**config.mk**
```make
export PLATFORM = sky130hd
export DESIGN_NAME = multi_cycle_ctrl
export DESIGN_NICKNAME = d
export VERILOG_FILES = /design/src/rtl/cpu_ctrl_pkg.sv /design/src/rtl/alu_ctrl_dec.sv /design/src/rtl/multi_cycle_ctrl.sv
export SDC_FILE = /design/constraint.sdc
export NUM_CORES = 1
export LEC_CHECK = 0
export CORE_MARGIN = 2
export CORE_UTILIZATION = 35
export CTS_BUF_LIST = sky130_fd_sc_hd__clkbuf_2 sky130_fd_sc_hd__clkbuf_4 sky130_fd_sc_hd__clkbuf_8
export DETAILED_ROUTE_END_ITERATION = 16
export PLACE_DENSITY = 0.74
export SYNTH_ARGS = -nofsm -noshare
export SYNTH_HDL_FRONTEND = slang
export SYNTH_SLANG_ARGS = --single-unit
export TNS_END_PERCENT = 100
```
**constraint.sdc**
```tcl
create_clock -name clk -period 1.81 [get_ports clk]
set_input_delay 0.362 -clock clk [delete_from_list [all_inputs] [get_ports clk]]
set_output_delay 0.362 -clock clk [all_outputs]
set_load 0.05 [all_outputs]
```
**src/rtl/cpu_ctrl_pkg.sv**
```systemverilog
// cpu_ctrl_pkg: shared constants for the multi-cycle MIPS-subset control path.
// Holds the ALU operation codes, opcode/funct values, FSM state encodings,
// the mux-select encodings, and a helper that recognises supported R-type functs.
package cpu_ctrl_pkg;
    localparam int PC_INC = 4;
    localparam int RA_REG = 31;

    localparam logic [5:0] ALU_ADDU = 6'b000000;
    localparam logic [5:0] ALU_SUBU = 6'b000001;
    localparam logic [5:0] ALU_ADD  = 6'b000100;
    localparam logic [5:0] ALU_SUB  = 6'b000101;
    localparam logic [5:0] ALU_AND  = 6'b001000;
    localparam logic [5:0] ALU_OR   = 6'b001001;
    localparam logic [5:0] ALU_NOT  = 6'b001010;
    localparam logic [5:0] ALU_XOR  = 6'b001011;
    localparam logic [5:0] ALU_EQ   = 6'b001100;
    localparam logic [5:0] ALU_SLT  = 6'b001110;
    localparam logic [5:0] ALU_NULL = 6'b111111;

    localparam logic [5:0] OP_R     = 6'b000000;
    localparam logic [5:0] OP_ADDI  = 6'b001000;
    localparam logic [5:0] OP_ADDIU = 6'b001001;
    localparam logic [5:0] OP_ORI   = 6'b001101;
    localparam logic [5:0] OP_LW    = 6'b100011;
    localparam logic [5:0] OP_SW    = 6'b101011;
    localparam logic [5:0] OP_BEQ   = 6'b000100;
    localparam logic [5:0] OP_J     = 6'b000010;
    localparam logic [5:0] OP_JAL   = 6'b000011;

    localparam logic [5:0] F_ADD  = 6'b100000;
    localparam logic [5:0] F_ADDU = 6'b100001;
    localparam logic [5:0] F_SUB  = 6'b100010;
    localparam logic [5:0] F_SUBU = 6'b100011;
    localparam logic [5:0] F_AND  = 6'b100100;
    localparam logic [5:0] F_OR   = 6'b100101;
    localparam logic [5:0] F_XOR  = 6'b100110;
    localparam logic [5:0] F_SLT  = 6'b101010;

    typedef enum logic [3:0] {
        S_IF  = 4'd0,
        S_ID  = 4'd1,
        S_EXR = 4'd2,
        S_EXI = 4'd3,
        S_MA  = 4'd4,
        S_MR  = 4'd5,
        S_MWB = 4'd6,
        S_MW  = 4'd7,
        S_WB  = 4'd8,
        S_BR  = 4'd9,
        S_JMP = 4'd10
    } state_t;

    localparam logic [1:0] RD_RT = 2'd0;
    localparam logic [1:0] RD_RD = 2'd1;
    localparam logic [1:0] RD_RA = 2'd2;

    localparam logic [1:0] WD_ALU = 2'd0;
    localparam logic [1:0] WD_MDR = 2'd1;
    localparam logic [1:0] WD_PC  = 2'd2;

    localparam logic [1:0] SB_RT   = 2'd0;
    localparam logic [1:0] SB_INC  = 2'd1;
    localparam logic [1:0] SB_IMM  = 2'd2;
    localparam logic [1:0] SB_IMM2 = 2'd3;

    localparam logic [1:0] PS_ALU    = 2'd0;
    localparam logic [1:0] PS_ALUOUT = 2'd1;
    localparam logic [1:0] PS_JT     = 2'd2;

    function automatic logic r_supported(input logic [5:0] f);
        return f inside {F_ADD, F_ADDU, F_SUB, F_SUBU, F_AND, F_OR, F_XOR, F_SLT};
    endfunction
endpackage

```
**src/rtl/alu_ctrl_dec.sv**
```systemverilog
// alu_ctrl_dec: combinational ALU operation decode from state and instruction fields.
// Ports: op/funct = instruction fields, state = controller state,
//        alu_ctrl = 6-bit ALU operation code (NULL when the ALU is unused).
module alu_ctrl_dec
    import cpu_ctrl_pkg::*;
(
    input  logic   [5:0] op,
    input  logic   [5:0] funct,
    input  state_t       state,
    output logic   [5:0] alu_ctrl
);
    always_comb begin
        alu_ctrl = ALU_NULL;
        case (state)
            S_IF, S_ID, S_MA: alu_ctrl = ALU_ADDU;
            S_BR: alu_ctrl = ALU_SUBU;
            S_EXI: alu_ctrl = op == OP_ADDI ? ALU_ADD : op == OP_ADDIU ? ALU_ADDU :
                              op == OP_ORI ? ALU_OR : ALU_NULL;
            S_EXR: begin
                case (funct)
                    F_ADD:   alu_ctrl = ALU_ADD;
                    F_ADDU:  alu_ctrl = ALU_ADDU;
                    F_SUB:   alu_ctrl = ALU_SUB;
                    F_SUBU:  alu_ctrl = ALU_SUBU;
                    F_AND:   alu_ctrl = ALU_AND;
                    F_OR:    alu_ctrl = ALU_OR;
                    F_XOR:   alu_ctrl = ALU_XOR;
                    F_SLT:   alu_ctrl = ALU_SLT;
                    default: alu_ctrl = ALU_NULL;
                endcase
            end
            default: alu_ctrl = ALU_NULL;
        endcase
    end
endmodule

```
**src/rtl/multi_cycle_ctrl.sv**
```systemverilog
// multi_cycle_ctrl: control FSM sequencing IF/ID/EX/MEM/WB for the multi-cycle MIPS-subset datapath.
// Ports: clk/rst (async active-high), op/funct from IR, zero/ovf from the ALU;
//        write strobes pc_wr/ir_wr/mem_rd/mem_wr/reg_wr, mux selects reg_dst/wd_sel/
//        alu_src_a/alu_src_b/pc_src, ext_op, alu_ctrl, and the debug state.
module multi_cycle_ctrl
    import cpu_ctrl_pkg::*;
(
    input  logic       clk,
    input  logic       rst,
    input  logic [5:0] op,
    input  logic [5:0] funct,
    input  logic       zero,
    input  logic       ovf,
    output logic       pc_wr,
    output logic       ir_wr,
    output logic       mem_rd,
    output logic       mem_wr,
    output logic       reg_wr,
    output logic [1:0] reg_dst,
    output logic [1:0] wd_sel,
    output logic       alu_src_a,
    output logic [1:0] alu_src_b,
    output logic       ext_op,
    output logic [1:0] pc_src,
    output logic [5:0] alu_ctrl,
    output logic [3:0] state
);
    state_t     st, nxt;
    logic       ov_q, jal;
    logic [5:0] alu_dec;

    assign jal = op == OP_JAL;

    always_comb begin
        nxt = S_IF;
        case (st)
            S_IF: nxt = S_ID;
            S_ID: nxt = op == OP_R ? (r_supported(funct) ? S_EXR : S_IF) :
                        op inside {OP_ADDI, OP_ADDIU, OP_ORI} ? S_EXI :
                        op inside {OP_LW, OP_SW} ? S_MA :
                        op == OP_BEQ ? S_BR :
                        op inside {OP_J, OP_JAL} ? S_JMP : S_IF;
            S_EXR, S_EXI: nxt = S_WB;
            S_MA: nxt = op == OP_LW ? S_MR : S_MW;
            S_MR: nxt = S_MWB;
            default: nxt = S_IF;
        endcase
    end

    // ov_q remembers a signed overflow from EX so WB can suppress the write.
    always_ff @(posedge clk or posedge rst) begin
        if (rst) begin
            st   <= S_IF;
            ov_q <= 1'b0;
        end else begin
            st   <= nxt;
            ov_q <= st == S_EXR ? ovf && (funct == F_ADD || funct == F_SUB) :
                    st == S_EXI ? ovf && op == OP_ADDI :
                    nxt == S_IF ? 1'b0 : ov_q;
        end
    end

    alu_ctrl_dec u_dec (
        .op       (op),
        .funct    (funct),
        .state    (st),
        .alu_ctrl (alu_dec)
    );

    // State already reads IF during reset; the strobes are masked so nothing is written.
    assign alu_ctrl  = rst ? ALU_NULL : alu_dec;
    assign pc_wr     = !rst && (st == S_IF || st == S_JMP || (st == S_BR && zero));
    assign ir_wr     = !rst && st == S_IF;
    assign mem_rd    = !rst && (st == S_IF || st == S_MR);
    assign mem_wr    = !rst && st == S_MW;
    assign reg_wr    = !rst && ((st == S_WB && !ov_q) || st == S_MWB || (st == S_JMP && jal));
    assign reg_dst   = st == S_WB && op == OP_R ? RD_RD : st == S_JMP && jal ? RD_RA : RD_RT;
    assign wd_sel    = st == S_MWB ? WD_MDR : st == S_JMP && jal ? WD_PC : WD_ALU;
    assign alu_src_a = st inside {S_EXR, S_EXI, S_MA, S_BR};
    assign alu_src_b = st == S_IF ? SB_INC : st == S_ID ? SB_IMM2 :
                       st inside {S_EXI, S_MA} ? SB_IMM : SB_RT;
    assign ext_op    = st == S_ID || st == S_MA || (st == S_EXI && op != OP_ORI);
    assign pc_src    = st == S_BR ? PS_ALUOUT : st == S_JMP ? PS_JT : PS_ALU;
    assign state     = st;
endmodule
```
==> results of run 1 <==
metrics by stage:
step / instance area (µm²) / cells / utilization (%) / setup slack (ns)
detailed placement: 1870 / 223 / 84.6 / -0.687
floorplan: 1010 / 120 / - / -0.811
global placement: 1870 / 223 / 84.6 / -0.617
cell families after synthesis:
| group | after synthesis | synth area share (%) |
|---|---|---|
| AND/OR/NAND/NOR | 71 | 50.3 |
| AO/OA/AOI/OAI | 27 | 22.0 |
| buffers and inverters | 13 | 7.95 |
| flip-flops | 5 | 15.3 |
| XOR/XNOR | 3 | 3.21 |
| multiplexers | 1 | 1.22 |
synthesized netlist by cell type (all sizes together):
library cell / count / share of area [%]
and3: 4 / 3.1
o31ai: 3 / 2.8
nor4b: 6 / 8.0
nand3: 5 / 3.1
o21bai: 1 / 0.92
or4b: 1 / 1.2
nor4: 2 / 1.5
o311ai: 1 / 1.1
dfrtp: 5 / 15
a21oi: 6 / 3.7
or2: 1 / 0.77
inv: 3 / 1.4
nand3b: 1 / 0.92
a21boi: 1 / 0.92
nand4: 2 / 1.5
nor2: 15 / 7.2
a2111oi: 3 / 4.1
nand4b: 1 / 1.1
clkbuf: 3 / 1.4
or3b: 1 / 1.1
xnor2: 1 / 1.1
a21o: 1 / 0.92
a22oi: 1 / 0.92
a211oi: 2 / 1.8
nor3b: 2 / 1.8
and2: 1 / 0.77
buf: 7 / 5.2
mux2i: 1 / 1.2
nand2b: 7 / 5.4
nand2: 10 / 4.6
nor3: 5 / 3.1
or3: 2 / 1.5
o21ai: 8 / 4.9
xor2: 2 / 2.1
nor2b: 5 / 3.8
==> results.md, run 1 <==
Clock tree:
- The clock sink count is 5.
- The cell sitting at the root of the clock tree is a sky130_fd_sc_hd__clkbuf_4.
- No sink is reached through more buffers than the 2 on the longest clock path.
- The hold-fix buffer count after cts is 0.
- In this run the number of H-tree levels came out at 1.
- The count of cells resized by post-cts repair is slightly below 90.
- Buffers inserted during clock tree synthesis total 3.
- The number of setup buffers added after CTS is 13.

Die:
- 41 I/O pins were placed.
- The die span in y is about 52 µm.
- In this run the core area contains 17 standard-cell rows.
- The width of the die is around 52 µm.
- The starting utilization of the core area is between 30% and 40%.

Logic synthesis:
- The cell area after synthesis is between 800 and 900 µm².
- Synthesis inferred 5 register bits.
- The number of distinct library cell variants in the gate-level netlist after synthesis is 43.
- The Yosys warning count is 0.
- The sequential cell area fraction in the yosys report is about 15%.
- After technology mapping, the gate count stands at 120.
- The per-instance average area after synthesis is around 6.8 µm².
- The synthesized net count is around 140.

Run status:
- The flow did not finish.
- The last flow stage reached is clock tree synthesis (4_1_cts).
- The tool reported: "[ERROR DPL-0038] Utilization greater than 100%, impossible to legalize".

Placement:
- The placed wire-length estimate is 2960 µm.
- During placement, the flow inserted port buffers numbering 40.
- The weighted congestion reported at the end of routability-driven placement is 0.872.
==> inputs of run 2 (changes only) <==
--- a/config.mk
+++ b/config.mk
@@ -6,10 +6,9 @@
 export NUM_CORES = 1
 export LEC_CHECK = 0
 export CORE_MARGIN = 2
-export CORE_UTILIZATION = 35
-export CTS_BUF_LIST = sky130_fd_sc_hd__clkbuf_2 sky130_fd_sc_hd__clkbuf_4 sky130_fd_sc_hd__clkbuf_8
+export CORE_UTILIZATION = 20
 export DETAILED_ROUTE_END_ITERATION = 16
-export PLACE_DENSITY = 0.74
+export PLACE_DENSITY_LB_ADDON = 0.15
 export SYNTH_ARGS = -nofsm -noshare
 export SYNTH_HDL_FRONTEND = slang
 export SYNTH_SLANG_ARGS = --single-unit
==> constraint.sdc (replaced) <==
create_clock -name clk -period 2.35 [get_ports clk]
set_input_delay 0.47 -clock clk [delete_from_list [all_inputs] [get_ports clk]]
set_output_delay 0.47 -clock clk [all_outputs]
set_load 0.05 [all_outputs]
==> results.md, run 2 <==
Layout:
- The most common library cell in the layout ignoring fill and taps is sky130_fd_sc_hd__buf_4.
- The diode insertion count for antenna repair is 0.
- The top cell types in the final layout, fill and taps aside, are sky130_fd_sc_hd__buf_4, sky130_fd_sc_hd__nand2_1, sky130_fd_sc_hd__buf_12, sky130_fd_sc_hd__nor2_1, sky130_fd_sc_hd__clkbuf_2.
- From synthesis to final layout, the design area changed by 114%.
- Once layout is complete, the utilization of the core stands at about 44%.
- The layout has ~410 filler cells.
- The number of flip-flops under the largest register name is 4.
- Excluding fillers, the count of instances in the completed layout stands at roughly 230.
- In the final layout, the multi-input gates occupy 861 µm².
- The sequential cells in the finished layout cover a total of roughly 130 µm².
- For this run, the post-layout net count is ~200.
- The post-route netlist has between 50% and 60% of its cells at a drive strength greater than 1.

Pwr:
- The worst voltage drop across the vdd grid is approximately 580 µV.
- In this run the static leakage power is 0.000706 µW.
- The power per cell area is 1530 nW/µm².

Die:
- The full die area is roughly 4600 µm².
- The area of the placeable core is slightly below 4000 µm².
- The die span in y is approximately 68 µm.
- The initial utilization of the core area, before any placement, comes to 20.6%.
- Measured along the x axis, the die boundary spans ~70 µm.
- Row generation in the floorplan step produced 23 rows.
- Pin placement for this block handled between 40 and 50 I/O pins.

Run status:
- The run finished with clean final reports.

Setup path:
- The arrival time of the worst setup path is approximately 1.8 ns.
- The worst setup path is captured at an output port.
- The maximum single-stage delay on the critical path is approximately 0.49 ns.
- The startpoint identified for the worst register-to-register timing path is state[3].
- Walking the worst path, the cells encountered are buf_4 -> or3_1 -> a21oi_1 -> nor2_2 -> nor2_4 -> buf_12.
- The critical path starts at state[1].
- The number of cells on the worst reg-to-reg path is 6.
- The critical path ends at reg_wr.
- In this run the number of cells on the critical path is 6.
- The internal reg-to-reg setup slack is approximately 0.47 ns.
- The slowest stage of the critical path belongs to the cell sky130_fd_sc_hd__dfrtp_2.
- The worst setup path is launched from a flip-flop.
- The endpoint identified for the worst register-to-register timing path is ov_q.
- Along the worst path, the maximum fanout reaches 9.
- The sum of buffers and inverters on the critical path is 2.
- The worst setup path is of the flip-flop to output port kind.
- In this design, the largest share of critical-path delay is due to simple AND/OR/NAND/NOR gates.
- The required time of the critical path is about 1.9 ns.

STA:
- For the final database, setup skew stands at approximately 0.00019 ns.
- The final hold violation count is 0.
- Based on the critical path, the design can be clocked at up to around 0.44 GHz.
- The least setup slack across all paths after layout is 0.0685 ns.
- The worst-case headroom to the max-slew limit is 67.0%.
- The time the worst path needs with I/O delays and setup is between 2 and 2.5 ns.
- The final max-slew violation count is 0.
- The post-route fraction of the period consumed by the critical path is a little over nine tenths.
- The slew at the pin closest to its max-slew limit is about 0.49 ns.
- Setup repair after global routing could not meet its margin everywhere.
- The final setup violation count is 0.
- The accumulated negative setup slack is 0 ns.

Logic synthesis:
- The synthesized design spends more area on one cell type than any other, namely sky130_fd_sc_hd__dfrtp_1.
- The synthesized flop and latch total is 5.
- The cell area after synthesis is between 800 and 900 µm².
- Synthesis produced 120 cells.
- The number of distinct library cell variants in the gate-level netlist after synthesis is 43.
- The number of nets in the synthesized netlist is around 140.
- The share of the synthesized area in the top cell type is between 15 and 20%.
- The count of flip-flops with a built-in enable after synthesis is 0.
- The Yosys warning count is 0.
- The most frequent cell after synthesis is sky130_fd_sc_hd__nor2_1.
- Sorting the synthesized cells by area gives the leading types as sky130_fd_sc_hd__dfrtp_1, sky130_fd_sc_hd__nor2_1, sky130_fd_sc_hd__nand2b_1, sky130_fd_sc_hd__nand2_1, sky130_fd_sc_hd__nor4b_1.
- The per-instance average area after synthesis is between 6 and 7 µm².
- The sequential cell area fraction in the yosys report is between 10% and 20%.
- The most used flip-flop cell after synthesis is sky130_fd_sc_hd__dfrtp_1.
- Sorting the synthesized cells by how often they occur yields sky130_fd_sc_hd__nor2_1, sky130_fd_sc_hd__nand2_1, sky130_fd_sc_hd__nand2b_1, sky130_fd_sc_hd__o21ai_0, sky130_fd_sc_hd__a21oi_1.
- The share of flip-flops with an asynchronous set or reset after synthesis is 100%.

GRT:
- The aggregate global-route resource usage is ~15%.
- Summed over all layers, the global routing overflow is 0.
- Entering global routing, the biggest net connects 17 pins.
- The via count of the first global-routing pass is roughly 1.1k.
- The number of antenna violations at the first check in global routing is 0.
- The wire length of the first global-routing pass is approximately 5000 µm.

Placement:
- The instance count after placement with tap cells included is 223.
- During placement, the flow inserted port buffers numbering 40.
- The placed wire-length estimate is 2560 µm.
- The worst slack at placement is -0.346 ns.
- The weighted congestion reported at the end of routability-driven placement is around 0.87.

Clock tree:
- The CTS tree is yes.
- The H-tree depth is 1.
- The clock sink count is 5.
- The clock reaches the later pin of the worst-skew pair after approximately 0.22 ns.
- The longest clock path from root to sink contains 2 buffers.
- The clock edge transition at the registers on the reported setup and hold paths is roughly 0.030 ns.
- The tree is rooted in a sky130_fd_sc_hd__clkbuf_8.
- The total clock buffers created by CTS is 3.

Worst hold path:
- The class of the tightest hold or removal check is flip-flop to flip-flop.

Routing:
- The first-iteration detailed-routing DRC count is 41.
- The first-pass iteration count of the detailed router is 4.
- The routed wire length per instance is ~14 µm.
- The detailed-route wire length is approximately 3300 µm.
- The antenna violation net count after detailed routing is 0.
- The DRC violations left is 0.
- The detailed router placed between 1k and 1.5k vias in this run.
- Dividing the detail-routed via count by the number of cells gives slightly below 5.

Flow run:
- Across the run, the number of max-cap violations was 0.
run 2: cell counts after synthesis:
Identical to the previous run, type by type.
run 2: how the worst min path moves through the flow:
stage	startpoint	end	slack, ns	depth (start not counted)
2_1_floorplan	rst	ov_q	0.25	1
3_3_place_gp	ov_q	ov_q	0.51	2
3_5_place_dp	ov_q	ov_q	0.51	2
4_1_cts	ov_q	ov_q	0.52	2
5_1_grt	ov_q	ov_q	0.54	2
6_report	ov_q	ov_q	0.52	2
run 2: cell type report:
| class | count | area share, % |
|---|---|---|
| tap | 50 | 3.58 |
| inverter | 3 | 0.644 |
| multi-input combinational | 102 | 49.2 |
| sequential | 5 | 7.58 |
| timing repair buffer | 67 | 36.4 |
| clock buffer | 4 | 2.58 |
run 2: what timing repair did:
item                       in CTS  in global routing
hold buffers                    0                  0
resized for setup              31                 29
cloned                          0                  0
buffers inserted                0                  4
setup endpoints to repair      12                  9
pin swaps                      10                 11
run 2: per-layer routing:
layer | track usage [%] | routed length (µm) | up-vias
met5 | 0 | 0 | -
met4 | 6.50 | 39 | 0
met3 | 1.64 | 189 | 4
met2 | 25.7 | 1600 | 39
met1 | 18.4 | 1440 | 528
li1 | - | - | 560
run 2: cells by family (layout without fill, tap and decap cells):
logic type,after synthesis,in the layout,share of synthesized area (%)
AND/OR/NAND/NOR,71,71,50.3
XOR/XNOR,3,3,3.21
buffers and inverters,13,74,7.95
multiplexers,1,1,1.22
flip-flops,5,5,15.3
AO/OA/AOI/OAI,27,27,22.0
run 2: stage by stage:
stage,hold slack (ns),instance area (µm²),total power [µW]
floorplan,0.253,963,1670
global placement,0.513,1590,2370
detailed placement,0.513,1590,2380
CTS,0.518,1690,2600
global route,0.544,1750,2830
finish,0.518,1750,2680
run 2: where the power goes:
| part | leakage, µW | switching [µW] | internal [µW] | total [µW] |
|---|---|---|---|---|
| sequential | 0.0000607 | 146 | 132 | 278 |
| combinational | 0.000623 | 1370 | 874 | 2250 |
| clock | 0.0000228 | 41.4 | 116 | 158 |
run 2: tightest hold or removal path, cell delays in order, from the launching register on:
cell and delay, ns:
sky130_fd_sc_hd__dfrtp_1 0.36, sky130_fd_sc_hd__nand2_1 0.06, sky130_fd_sc_hd__o21ai_1 0.05
No activity file was read; power rests on OpenSTA's default activity.
==> inputs of run 3 (changes only) <==
--- a/config.mk
+++ b/config.mk
@@ -8,7 +8,8 @@
 export CORE_MARGIN = 2
 export CORE_UTILIZATION = 20
 export DETAILED_ROUTE_END_ITERATION = 16
-export PLACE_DENSITY_LB_ADDON = 0.15
+export GPL_ROUTABILITY_DRIVEN = 0
+export PLACE_DENSITY_LB_ADDON = 0.25
 export SYNTH_ARGS = -nofsm -noshare
 export SYNTH_HDL_FRONTEND = slang
 export SYNTH_SLANG_ARGS = --single-unit
==> results.md, run 3 (synthesis gave the netlist of run 2 again) <==
Die:
- The floorplan step defined a die boundary enclosing between 4000 and 5000 µm².
- The die span in y is between 60 and 70 µm.
- The count of boundary I/O pins is 41.
- The width of the die is slightly below 70 µm.
- The area of the placeable core is about 4000 µm².
- The site row count is 23.
- The initial utilization of the core area, before any placement, comes to between 20% and 30%.

GRT:
- The first global-routing pass estimated ~5200 µm of wire.
- The aggregate global-route resource usage is 14.5%.
- The largest net degree at the start of global routing is 17.
- The number of antenna violations at the first check in global routing is 0.
- The via count of the first global-routing pass is 1134.
- The residual overflow from global routing is 0.

Layout:
- The register with the most flip-flops in the layout has 4 of them.
- The area growth from synthesis to layout is 117%.
- The top cell types in the final layout, fill and taps aside, are sky130_fd_sc_hd__buf_4, sky130_fd_sc_hd__nand2_1, sky130_fd_sc_hd__clkdlybuf4s50_1, sky130_fd_sc_hd__buf_12, sky130_fd_sc_hd__nor2_1.
- After the last flow step, the layout net total stands at about 200.
- The summed area of non-filler cells in the final layout is about 1800 µm².
- The fill cell total of the finished layout is around 410.
- Leaving out fill and tap cells, the most frequent cell in the layout is sky130_fd_sc_hd__buf_4.
- The diode insertion count for antenna repair is 0.
- The post-route netlist has 52.7% of its cells at a drive strength greater than 1.
- The post-layout instance count excluding filler cells is roughly 230.

Placement:
- In this run the tool buffered the top-level ports with 40 buffer cells.
- Once detailed placement completed, the half-perimeter wirelength came to roughly 2500 µm.
- The number of placed instances, taps included, is 222.
- The post-detailed-placement cell area is ~1600 µm².

Setup path:
- STA classifies the critical path startpoint as an input port.
- The sum of buffers and inverters on the critical path is 2.
- The internal reg-to-reg setup slack is 0.58 ns.
- The beginning of the critical path is op[3].
- The required time of the critical path is between 1.5 and 2 ns.
- The most prevalent standard cell on the critical path is sky130_fd_sc_hd__nand2_1.
- At the worst endpoint, the arrival time is ~1.8 ns.
- The number of cells on the worst reg-to-reg path is 5.
- The critical path capture point type is an output port.
- Traced cell by cell, the critical path runs through dlygate4sd2_1 -> or4b_4 -> o21ai_2 -> nand2_1 -> a21oi_2 -> nand2_1 -> buf_4.
- Of all nets on the critical path, the largest fanout is 2.
- In this run the worst setup path terminates at alu_ctrl[3].
- In this design, the stage delay of the slowest critical-path cell is between 0.4 and 0.5 ns.
- The kind of critical path is input port to output port.
- In this run the critical register-to-register path is captured at ov_q.
- The kind of cell with the highest combined delay along the critical path is simple AND/OR/NAND/NOR gates.
- In this run the number of cells on the critical path is 7.
- The slowest stage of the critical path is the sky130_fd_sc_hd__or4b_4 cell.
- The start of the worst register-to-register path is state[2].

Pwr:
- The share of total power in the clock network is approximately 6%.
- Summing internal, switching and leakage power gives 2650 µW.
- The portion of total power attributed to combinational logic is around 85%.
- The internal power contribution is 1120 µW.
- The fraction of power spent switching nets is about 58%.
- The worst voltage drop across the vdd grid is 601 µV.
- In this run the power density over the cells is 1500 nW/µm².
- Per report_power, the sequential group accounts for under 10% of the total.
- The static leakage power is 0.000711 µW.
- The net load switching power is 1530 µW.

Clock tree:
- The clock root buffer is sky130_fd_sc_hd__clkbuf_8.
- Counting every sink on the clock net gives 5.
- The clock latency at the later pin of the worst-skew pair is 0.22 ns.
- The number of buffers on the longest clock path is 2.
- The clock edge transition at the registers on the reported setup and hold paths is around 0.03 ns.
- The hold-fix buffer count after cts is 0.
- In this run, CTS created clock tree buffers numbering 3.
- TritonCTS built the clock tree.
- In this run the number of H-tree levels came out at 1.

STA:
- For the final database, setup skew stands at 0.000254 ns.
- The post-route fraction of the period consumed by the critical path is between 90% and 100%.
- The final hold violation count is 0.
- Summed over all failing endpoints, the final setup total negative slack is 0 ns.
- For this run, the top clock speed supported by timing is approximately 0.44 GHz.
- The worst pin sits at a relative slew slack of 66.7%.
- Setup violations remaining at the end of the flow were counted as 0.
- After layout, the minimum clock period comes to around 2.3 ns.
- The final max-slew violation count is 0.
- The slew at the pin closest to its max-slew limit is between 0.4 and 0.5 ns.

Run status:
- The flow ran to the end, and the final reports show no timing, DRC or antenna violations.

Routing:
- The first TritonRoute pass finished after 4 iterations.
- The first-iteration detailed-routing DRC count is 33.
- The via count of the routed design is roughly 1.1k.
- The detailed-route wire length is between 3000 and 4000 µm.
- The DRC violations left is 0.
- The count of nets left with antenna violations once routing finished came out at 0.
- The detailed-route vias per instance is 4.89.
- The routed wire length per instance is roughly 14 µm.

Worst hold path:
- Counting instances, the worst hold path has a depth of 2.
- The min-delay analysis places its worst path in the category flip-flop to flip-flop.

Flow run:
- The number of maximum-capacitance constraint violations is 0.
==> run 3: cell count changes in the layout (fill, tap and decap cells not counted), sizes merged <==
cell,previous run,this run
clkdlybuf4s50,7,9
buf,49,51
clkdlybuf4s15,0,1
dlygate4sd2,1,6
dlymetal6s2s,2,0
clkbuf,12,7
==> run 3: timing repair <==
item | in CTS | in global routing
resized for setup | 31 | 11
pin swaps | 7 | 5
setup buffers | 2 | 6
setup endpoints to repair | 11 | 9
cloned | 0 | 0
hold endpoints to repair | 0 | 0
==> run 3: routing by layer <==
layer	up-vias	global-route usage [%]	wire length (µm)
li1	567	-	-
met1	539	19.1	1360
met2	35	26.2	1650
met3	3	1.48	145
met4	0	1.50	14
met5	-	0	0
==> run 3: power by group through the flow <==
stage                     Clock, µW  Sequential [µW]  Combinational (µW)
after floorplan                   0              295                1370
after global placement            0              275                2070
after detailed placement          0              272                2080
after CTS                       159              276                2140
after global routing            168              253                2380
final                           157              241                2250
==> run 3: per-stage QoR <==
step | utilization [%] | worst slack (ns) | hold slack, ns
floorplan | - | -0.379 | 0.253
detailed placement | 39.8 | -0.481 | 0.535
CTS | 43.0 | 0.00172 | 0.539
global placement | 39.8 | -0.391 | 0.522
global route | 44.6 | -0.00101 | 0.582
finish | 44.6 | 0.0680 | 0.533
==> run 3: worst min-delay path by stage <==
stage                     startpoint    to  slack (ns)
final                           ov_q  ov_q        0.53
after global routing            ov_q  ov_q        0.58
after CTS                       ov_q  ov_q        0.54
after detailed placement        ov_q  ov_q        0.53
after global placement          ov_q  ov_q        0.52
after floorplan                  rst  ov_q        0.25
==> run 3: area by class of cell <==
class                      count  area, µm²  area share, %
clock buffer                   4       45.0           2.54
inverter                       3       11.3          0.636
timing repair buffer          70        674           38.1
sequential                     5        130           7.34
multi-input combinational    102        848           47.9
tap                           50       62.6           3.53
==> run 3: worst min-delay path, delay by kind of cell, from the launching register on <==
family          cells  cell delay (ns)
compound gates      1             0.06
simple gates        1             0.07
flops               1             0.37
==> inputs of run 4 (changes only) <==
--- a/config.mk
+++ b/config.mk
@@ -10,6 +10,7 @@
 export DETAILED_ROUTE_END_ITERATION = 16
 export GPL_ROUTABILITY_DRIVEN = 0
 export PLACE_DENSITY_LB_ADDON = 0.25
+export SLEW_MARGIN = 10
 export SYNTH_ARGS = -nofsm -noshare
 export SYNTH_HDL_FRONTEND = slang
 export SYNTH_SLANG_ARGS = --single-unit
==> results of run 4 <==
Same layout as run 3: the final DEF is identical, and so are final timing and power.
